[config.mk]
export PLATFORM = sky130hd
export DESIGN_NAME = eth_reset_scheduler_flat
export DESIGN_NICKNAME = d
export VERILOG_FILES = /design/src/rtl/eth_reset_scheduler_if.sv /design/src/rtl/eth_reset_scheduler.sv /design/src/flat_wrapper.sv
export SDC_FILE = /design/constraint.sdc
export NUM_CORES = 1
export LEC_CHECK = 0
export ABC_CLOCK_PERIOD_IN_PS = 2900
export CAP_MARGIN = 30
export CORE_UTILIZATION = 56
export CTS_BUF_LIST = sky130_fd_sc_hd__clkbuf_8 sky130_fd_sc_hd__clkbuf_16
export CTS_CLUSTER_SIZE = 12
export DETAILED_ROUTE_END_ITERATION = 12
export HOLD_SLACK_MARGIN = 0.02
export PLACE_DENSITY = 0.82
export SYNTH_ARGS = -nofsm -noshare
export SYNTH_HDL_FRONTEND = slang
export SYNTH_SLANG_ARGS = --single-unit
[constraint.sdc]
create_clock -name clk -period 2.9 [get_ports clk]
set_input_delay 0.29 -clock clk [delete_from_list [all_inputs] [get_ports clk]]
set_output_delay 0.29 -clock clk [all_outputs]
set_load 0.01 [all_outputs]
[src/rtl/eth_reset_scheduler_if.sv]
`timescale 1ns/1ps
// Requester, configuration and status bundle for eth_reset_scheduler.
// The master side drives requests and config; the slave side is the scheduler.
interface eth_reset_scheduler_if #(
    parameter int unsigned NUM_REQ         = 4,
    parameter int unsigned TIMER_MAX_WIDTH = 14,
    parameter int unsigned RESET_MAX_WIDTH = 14,
    parameter int unsigned TIMEOUT_WIDTH   = 24,
    parameter int unsigned HOLDOFF_WIDTH   = 16,
    parameter int unsigned MAX_RETRY       = 2
);
    localparam int unsigned IDW = (NUM_REQ > 1) ? $clog2(NUM_REQ) : 1;
    localparam int unsigned RCW = (MAX_RETRY > 0) ? $clog2(MAX_RETRY + 1) : 1;

    logic [NUM_REQ-1:0]         req;
    logic [TIMER_MAX_WIDTH-1:0] reset_after;
    logic [RESET_MAX_WIDTH-1:0] reset_width;
    logic [TIMEOUT_WIDTH-1:0]   recover_timeout;
    logic [HOLDOFF_WIDTH-1:0]   holdoff;
    logic                       link_up;

    logic                       eth_reset;
    logic                       busy;
    logic [IDW-1:0]             grant_id;
    logic                       done;
    logic [IDW-1:0]             done_id;
    logic                       done_ok;
    logic [RCW-1:0]             retry_count;

    modport master (
        output req, reset_after, reset_width, recover_timeout, holdoff, link_up,
        input  eth_reset, busy, grant_id, done, done_id, done_ok, retry_count
    );

    modport slave (
        input  req, reset_after, reset_width, recover_timeout, holdoff, link_up,
        output eth_reset, busy, grant_id, done, done_id, done_ok, retry_count
    );
endinterface

[src/rtl/eth_reset_scheduler.sv]
`timescale 1ns/1ps
// Arbitrated PHY hard-reset sequencer: round-robin grant, then delay/pulse/recovery check
// with bounded retries, then a hold-off before the next requester is served.
module eth_reset_scheduler #(
    parameter int unsigned NUM_REQ         = 4,
    parameter int unsigned TIMER_MAX_WIDTH = 14,
    parameter int unsigned RESET_MAX_WIDTH = 14,
    parameter int unsigned TIMEOUT_WIDTH   = 24,
    parameter int unsigned HOLDOFF_WIDTH   = 16,
    parameter int unsigned MAX_RETRY       = 2,
    parameter bit          OUT_ACTIVE      = 1'b1
) (
    input logic                  clk,
    input logic                  aresetn,
    eth_reset_scheduler_if.slave bus
);
    localparam int unsigned IDW  = (NUM_REQ > 1) ? $clog2(NUM_REQ) : 1;
    localparam int unsigned RCW  = (MAX_RETRY > 0) ? $clog2(MAX_RETRY + 1) : 1;
    localparam int unsigned CW_A = (TIMER_MAX_WIDTH > RESET_MAX_WIDTH) ?
                                   TIMER_MAX_WIDTH : RESET_MAX_WIDTH;
    localparam int unsigned CW_B = (TIMEOUT_WIDTH > HOLDOFF_WIDTH) ? TIMEOUT_WIDTH : HOLDOFF_WIDTH;
    localparam int unsigned CW   = (CW_A > CW_B) ? CW_A : CW_B;
    localparam logic [RCW-1:0] RetryLimit = RCW'(MAX_RETRY);

    typedef enum logic [2:0] {StIdle, StDelay, StAssert, StRecover, StCooldown} state_e;

    state_e                     state_q;
    logic [CW-1:0]              cnt_q;
    logic [NUM_REQ-1:0]         pending_q;
    logic [IDW-1:0]             ptr_q;
    logic                       dropped_q;
    logic                       link_meta_q;
    logic                       link_s_q;

    logic [TIMER_MAX_WIDTH-1:0] cfg_after_q;
    logic [RESET_MAX_WIDTH-1:0] cfg_width_q;
    logic [TIMEOUT_WIDTH-1:0]   cfg_timeout_q;
    logic [HOLDOFF_WIDTH-1:0]   cfg_holdoff_q;

    logic                       eth_reset_q;
    logic                       busy_q;
    logic [IDW-1:0]             grant_id_q;
    logic                       done_q;
    logic [IDW-1:0]             done_id_q;
    logic                       done_ok_q;
    logic [RCW-1:0]             retry_q;

    logic                       pick_valid;
    logic [IDW-1:0]             pick_id;
    logic                       grant_fire;
    logic [NUM_REQ-1:0]         grant_mask;
    logic [RESET_MAX_WIDTH-1:0] width_m1;
    logic                       cnt_zero;

    assign bus.eth_reset   = eth_reset_q;
    assign bus.busy        = busy_q;
    assign bus.grant_id    = grant_id_q;
    assign bus.done        = done_q;
    assign bus.done_id     = done_id_q;
    assign bus.done_ok     = done_ok_q;
    assign bus.retry_count = retry_q;

    function automatic logic [IDW-1:0] rr_idx(input logic [IDW-1:0] base, input int unsigned k);
        return IDW'((32'(base) + k) % NUM_REQ);
    endfunction

    // Walk downward so the nearest set bit after the pointer is the last one written.
    always_comb begin
        pick_valid = 1'b0;
        pick_id    = '0;
        for (int unsigned k = NUM_REQ; k >= 1; k--) begin
            if (pending_q[rr_idx(ptr_q, k)]) begin
                pick_valid = 1'b1;
                pick_id    = rr_idx(ptr_q, k);
            end
        end
    end

    assign grant_fire = (state_q == StIdle) && pick_valid;
    assign grant_mask = grant_fire ? (NUM_REQ'(1) << pick_id) : '0;
    assign width_m1   = (cfg_width_q == '0) ? '0 : cfg_width_q - RESET_MAX_WIDTH'(1);
    assign cnt_zero   = (cnt_q == '0);

    always_ff @(posedge clk or negedge aresetn) begin
        if (!aresetn) begin
            link_meta_q <= 1'b0;
            link_s_q    <= 1'b0;
        end else begin
            link_meta_q <= bus.link_up;
            link_s_q    <= link_meta_q;
        end
    end

    // A new request in the same cycle as its grant survives the clear.
    always_ff @(posedge clk or negedge aresetn) begin
        if (!aresetn) begin
            pending_q <= '0;
        end else begin
            pending_q <= (pending_q & ~grant_mask) | bus.req;
        end
    end

    always_ff @(posedge clk or negedge aresetn) begin
        if (!aresetn) begin
            state_q       <= StIdle;
            cnt_q         <= '0;
            ptr_q         <= IDW'(NUM_REQ - 1);
            dropped_q     <= 1'b0;
            cfg_after_q   <= '0;
            cfg_width_q   <= '0;
            cfg_timeout_q <= '0;
            cfg_holdoff_q <= '0;
            eth_reset_q   <= ~OUT_ACTIVE;
            busy_q        <= 1'b0;
            grant_id_q    <= '0;
            done_q        <= 1'b0;
            done_id_q     <= '0;
            done_ok_q     <= 1'b0;
            retry_q       <= '0;
        end else begin
            done_q <= 1'b0;
            unique case (state_q)
                StIdle: begin
                    if (pick_valid) begin
                        ptr_q         <= pick_id;
                        grant_id_q    <= pick_id;
                        busy_q        <= 1'b1;
                        retry_q       <= '0;
                        cfg_after_q   <= bus.reset_after;
                        cfg_width_q   <= bus.reset_width;
                        cfg_timeout_q <= bus.recover_timeout;
                        cfg_holdoff_q <= bus.holdoff;
                        cnt_q         <= CW'(bus.reset_after);
                        state_q       <= StDelay;
                    end
                end
                StDelay: begin
                    if (cnt_zero) begin
                        eth_reset_q <= OUT_ACTIVE;
                        cnt_q       <= CW'(width_m1);
                        dropped_q   <= 1'b0;
                        state_q     <= StAssert;
                    end else begin
                        cnt_q <= cnt_q - CW'(1);
                    end
                end
                StAssert: begin
                    if (!link_s_q) dropped_q <= 1'b1;
                    if (cnt_zero) begin
                        eth_reset_q <= ~OUT_ACTIVE;
                        cnt_q       <= CW'(cfg_timeout_q);
                        state_q     <= StRecover;
                    end else begin
                        cnt_q <= cnt_q - CW'(1);
                    end
                end
                StRecover: begin
                    if (!link_s_q) dropped_q <= 1'b1;
                    // Success needs a low seen since the pulse began, then link back up.
                    if (link_s_q && dropped_q) begin
                        done_q    <= 1'b1;
                        done_id_q <= grant_id_q;
                        done_ok_q <= 1'b1;
                        cnt_q     <= CW'(cfg_holdoff_q);
                        state_q   <= StCooldown;
                    end else if (cnt_zero && (retry_q < RetryLimit)) begin
                        retry_q <= retry_q + RCW'(1);
                        cnt_q   <= CW'(cfg_after_q);
                        state_q <= StDelay;
                    end else if (cnt_zero) begin
                        done_q    <= 1'b1;
                        done_id_q <= grant_id_q;
                        done_ok_q <= 1'b0;
                        cnt_q     <= CW'(cfg_holdoff_q);
                        state_q   <= StCooldown;
                    end else begin
                        cnt_q <= cnt_q - CW'(1);
                    end
                end
                StCooldown: begin
                    if (cnt_zero) begin
                        busy_q  <= 1'b0;
                        state_q <= StIdle;
                    end else begin
                        cnt_q <= cnt_q - CW'(1);
                    end
                end
                default: state_q <= StIdle;
            endcase
        end
    end
endmodule

[src/flat_wrapper.sv]
// flat-port wrapper written by rule: the top's interface ports become plain ports
module eth_reset_scheduler_flat 
#(
    parameter int unsigned NUM_REQ         = 4,
    parameter int unsigned TIMER_MAX_WIDTH = 14,
    parameter int unsigned RESET_MAX_WIDTH = 14,
    parameter int unsigned TIMEOUT_WIDTH   = 24,
    parameter int unsigned HOLDOFF_WIDTH   = 16,
    parameter int unsigned MAX_RETRY       = 2,
    parameter bit          OUT_ACTIVE      = 1'b1
)
  (clk, aresetn, bus_req, bus_reset_after, bus_reset_width, bus_recover_timeout, bus_holdoff, bus_link_up, bus_eth_reset, bus_busy, bus_grant_id, bus_done, bus_done_id, bus_done_ok, bus_retry_count);
  eth_reset_scheduler_if #(.NUM_REQ(NUM_REQ), .TIMER_MAX_WIDTH(TIMER_MAX_WIDTH), .RESET_MAX_WIDTH(RESET_MAX_WIDTH), .TIMEOUT_WIDTH(TIMEOUT_WIDTH), .HOLDOFF_WIDTH(HOLDOFF_WIDTH), .MAX_RETRY(MAX_RETRY)) bus_i ();
  input logic clk;
  input logic aresetn;
  input wire logic [$bits(bus_i.req)-1:0] bus_req;
  input wire logic [$bits(bus_i.reset_after)-1:0] bus_reset_after;
  input wire logic [$bits(bus_i.reset_width)-1:0] bus_reset_width;
  input wire logic [$bits(bus_i.recover_timeout)-1:0] bus_recover_timeout;
  input wire logic [$bits(bus_i.holdoff)-1:0] bus_holdoff;
  input wire logic [$bits(bus_i.link_up)-1:0] bus_link_up;
  output wire logic [$bits(bus_i.eth_reset)-1:0] bus_eth_reset;
  output wire logic [$bits(bus_i.busy)-1:0] bus_busy;
  output wire logic [$bits(bus_i.grant_id)-1:0] bus_grant_id;
  output wire logic [$bits(bus_i.done)-1:0] bus_done;
  output wire logic [$bits(bus_i.done_id)-1:0] bus_done_id;
  output wire logic [$bits(bus_i.done_ok)-1:0] bus_done_ok;
  output wire logic [$bits(bus_i.retry_count)-1:0] bus_retry_count;
  assign bus_i.req = bus_req;
  assign bus_i.reset_after = bus_reset_after;
  assign bus_i.reset_width = bus_reset_width;
  assign bus_i.recover_timeout = bus_recover_timeout;
  assign bus_i.holdoff = bus_holdoff;
  assign bus_i.link_up = bus_link_up;
  assign bus_eth_reset = bus_i.eth_reset;
  assign bus_busy = bus_i.busy;
  assign bus_grant_id = bus_i.grant_id;
  assign bus_done = bus_i.done;
  assign bus_done_id = bus_i.done_id;
  assign bus_done_ok = bus_i.done_ok;
  assign bus_retry_count = bus_i.retry_count;
  eth_reset_scheduler #(.NUM_REQ(NUM_REQ), .TIMER_MAX_WIDTH(TIMER_MAX_WIDTH), .RESET_MAX_WIDTH(RESET_MAX_WIDTH), .TIMEOUT_WIDTH(TIMEOUT_WIDTH), .HOLDOFF_WIDTH(HOLDOFF_WIDTH), .MAX_RETRY(MAX_RETRY), .OUT_ACTIVE(OUT_ACTIVE)) u_core (.clk(clk), .aresetn(aresetn), .bus(bus_i));
endmodule
==> results of run 1 <==
==> report_power, final <==
group | internal [mW] | switching (mW)
clock network | 1.22 | 0.736
logic | 0.319 | 0.328
registers | 1.71 | 0.166
total | 3.25 | 1.23
==> Yosys cell counts, types with 4 or more instances <==
cell	instances	area share, %
a211oi_1	6	0.72
a21o_1	13	1.6
a21oi_1	32	2.5
a22oi_1	7	0.83
a31oi_1	7	0.70
a32oi_1	4	0.56
buf_1	6	0.36
buf_2	15	1.2
clkbuf_1	19	1.1
dfrtp_1	112	45
inv_1	15	0.89
mux2i_1	7	1.1
nand2_1	244	15
nand3_1	12	0.95
nor2_1	43	2.6
nor3_1	13	1.0
nor3b_1	4	0.48
nor4_1	7	0.70
o211ai_1	8	0.95
o21ai_0	35	2.8
o221ai_1	10	1.4
o22ai_1	12	1.2
o2bb2ai_1	7	0.97
o31a_1	4	0.56
o31ai_1	5	0.60
or3_1	8	0.80
or4_1	4	0.48
xnor2_1	11	1.5
xor2_1	9	1.3
==> routing by layer <==
| metal | GRT usage [%] | vias to the layer above | part of all wire, % |
|---|---|---|---|
| met2 | 58.7 | 360 | 46 |
| met1 | 49.2 | 3105 | 41 |
| met5 | 0 | - | 0 |
| met3 | 9.83 | 61 | 9.4 |
| li1 | - | 2834 | - |
| met4 | 16.8 | 0 | 3.3 |
==> registers in the layout, indices dropped and copies added, names as in the netlist, 3 cells and up <==
register and flops:
u_core.cfg_holdoff_q 16, u_core.cfg_width_q 14, u_core.cfg_after_q 14, u_core.state_q 3
u_core.cnt_q 24, u_core.pending_q 4, u_core.cfg_timeout_q 24
==> cell type report <==
class	count	area, µm²	share of cell area (%)
clock buffers	18	428	5.33
clock inverters	14	124	1.54
inverters	15	56.3	0.702
multi-input cells	577	3200	39.9
flip-flops and latches	114	2860	35.6
well taps	140	175	2.18
repair buffers	125	1190	14.8
==> worst register-to-register path: stages (launching register included) <==
cell and delay, ps:
dfrtp_1 710, or3_1 600, nand2_1 300, nor2_1 480, o2bb2ai_1 190, o221ai_1 130
==> path summary, 6_finish.rpt <==
check,cells past startpoint,slack (ps),end
max in group asynchronous,3,2030,u_core.cfg_width_q[12]
worst max register to register,5,360,u_core.cnt_q[1]
worst min register to register,0,340,u_core.link_s_q
worst max-delay path,5,360,u_core.cnt_q[1]
worst min-delay path,2,80,u_core.cfg_timeout_q[23]
min in group clk,1,200,u_core.link_meta_q
==> metrics by stage <==
step	util [%]	cells	total power [mW]
2_1_floorplan	-	749	2.23
3_3_place_gp	68.5	970	2.51
3_5_place_dp	68.5	970	2.52
4_1_cts	73.7	1003	4.46
5_1_grt	73.7	1003	4.63
6_report	73.7	1003	4.48
==> kinds of logic after synthesis <==
group,Yosys count,synth area share [%]
compound gates,181,19.8
xor+xnor,20,2.78
simple gates,362,25.6
fa+ha+maj,4,0.756
mux,10,1.65
buf+inv,58,4.00
flops,114,45.4
==> out/metrics.yaml, run 1 <==
status: "finished clean"
ant_nets: 0
relSlewSlack_pct: 48.4
synth_warnings: 0
area_growth_pct: 27.5
fin_crit_ps: 2540
cts_max_level: 4
period_share_pct: 87.6
clock_skew_ps: 7.64
nFillCells: 829
end_kind: "flip-flop"
core-area_um2: 10900
fin_tns_setup_ps: 0
cts_setup_buffers: 0
cp_num_buf_inv: 0
numPortBuffers: 84
cts-hold-fix-buffers: 1
rsz0062_at_grt: "false"
critical_path_class: "flip-flop to flip-flop"
grt_antenna_before_repair: 0
root_buffer: "clkbuf_8"
die_w_um: 108
drtIter0Drc: 750
reg2reg_from: "u_core.state_q[1]"
path_cells: "or3_1, nand2_1, nor2_1, o2bb2ai_1, o221ai_1"
place_hpwl_mm: 15.0
die-area_um2: 11700
synth_edf_count: 0
grt_pass1_wl_mm: 32.5
grt.total_usage_pct: 37.6
viasPerCell: 6.34
cp.arrival_ps: 2940
yosys_register_bits: 114
diodes: 0
cts.reportedPaths.clkPinSlew_ps: 60
cts_tree: "done"
clock-sinks: 114
initial_core_util_pct: 57.8
fin_nets: 928
gp_congestion: 1.03
cts_buffers: 17
path_max_fanout: 15
row_count: 38
grt_max_degree: 65
slowest_stage: "dfrtp_1"
final_cell_mix: "nand2_1 (244), dfrtp_1 (112), clkdlybuf4s50_1 (83)"
synth_area_per_cell_um2: 8.40
final_common_cell: "nand2_1"
drc: 0
wl_mm: 20.8
wl_per_cell_um: 20.7
async_flop_share_pct: 100
crit_start: "u_core.state_q[1]"
postSynthNetCount: 827
clkLatencyLatePin_ps: 550
fmax_ghz: 0.394
io_pins: 85
grt_remaining_overflow: 0
vdd_drop_max_uv: 515
place_area_um2: 7460
dr.pass1.iters: 5
powerDensity_nw_per_um2: 558
holdWs_ps: 78.3
ys_seq_area_share_pct: 45.4
final-hold-violation-count: 0
cp-start-kind: "flip-flop"
grt_pass1_vias: 6178
dp_slack_ps: 406
cts_max_path_buffers: 2
maxSlewViolCount: 0
tightest_slew_ps: 765
hold_path.class: "input port to asynchronous set/reset pin"
via_count: 6360
synth.distinct_cells: 74
cts-resized-gates: 0
die_h_um: 108
drive_gt1_share_pct: 11.0
drv_cap: 0
design_area_um2: 8020
leakage_nw: 3.43
fin_ws_ps: 359
syn-instance-count: 749
crit_family: "simple AND/OR/NAND/NOR gates"
ys.flop_type: "dfrtp_1"
critical_path_required_ps: 3300
crit_path_max_incr_delay_ps: 710
setup_viol: 0
netlist_area_um2: 6290
No activity file was read; power rests on OpenSTA's default activity.
==> inputs of run 2 (changes only) <==
--- a/config.mk
+++ b/config.mk
@@ -6,7 +6,7 @@
 export NUM_CORES = 1
 export LEC_CHECK = 0
 export ABC_CLOCK_PERIOD_IN_PS = 2900
-export CAP_MARGIN = 30
+export CAP_MARGIN = 5
 export CORE_UTILIZATION = 56
 export CTS_BUF_LIST = sky130_fd_sc_hd__clkbuf_8 sky130_fd_sc_hd__clkbuf_16
 export CTS_CLUSTER_SIZE = 12
==> results of run 2 <==
The final DEF is identical to that of run 1; final timing and power are the same.
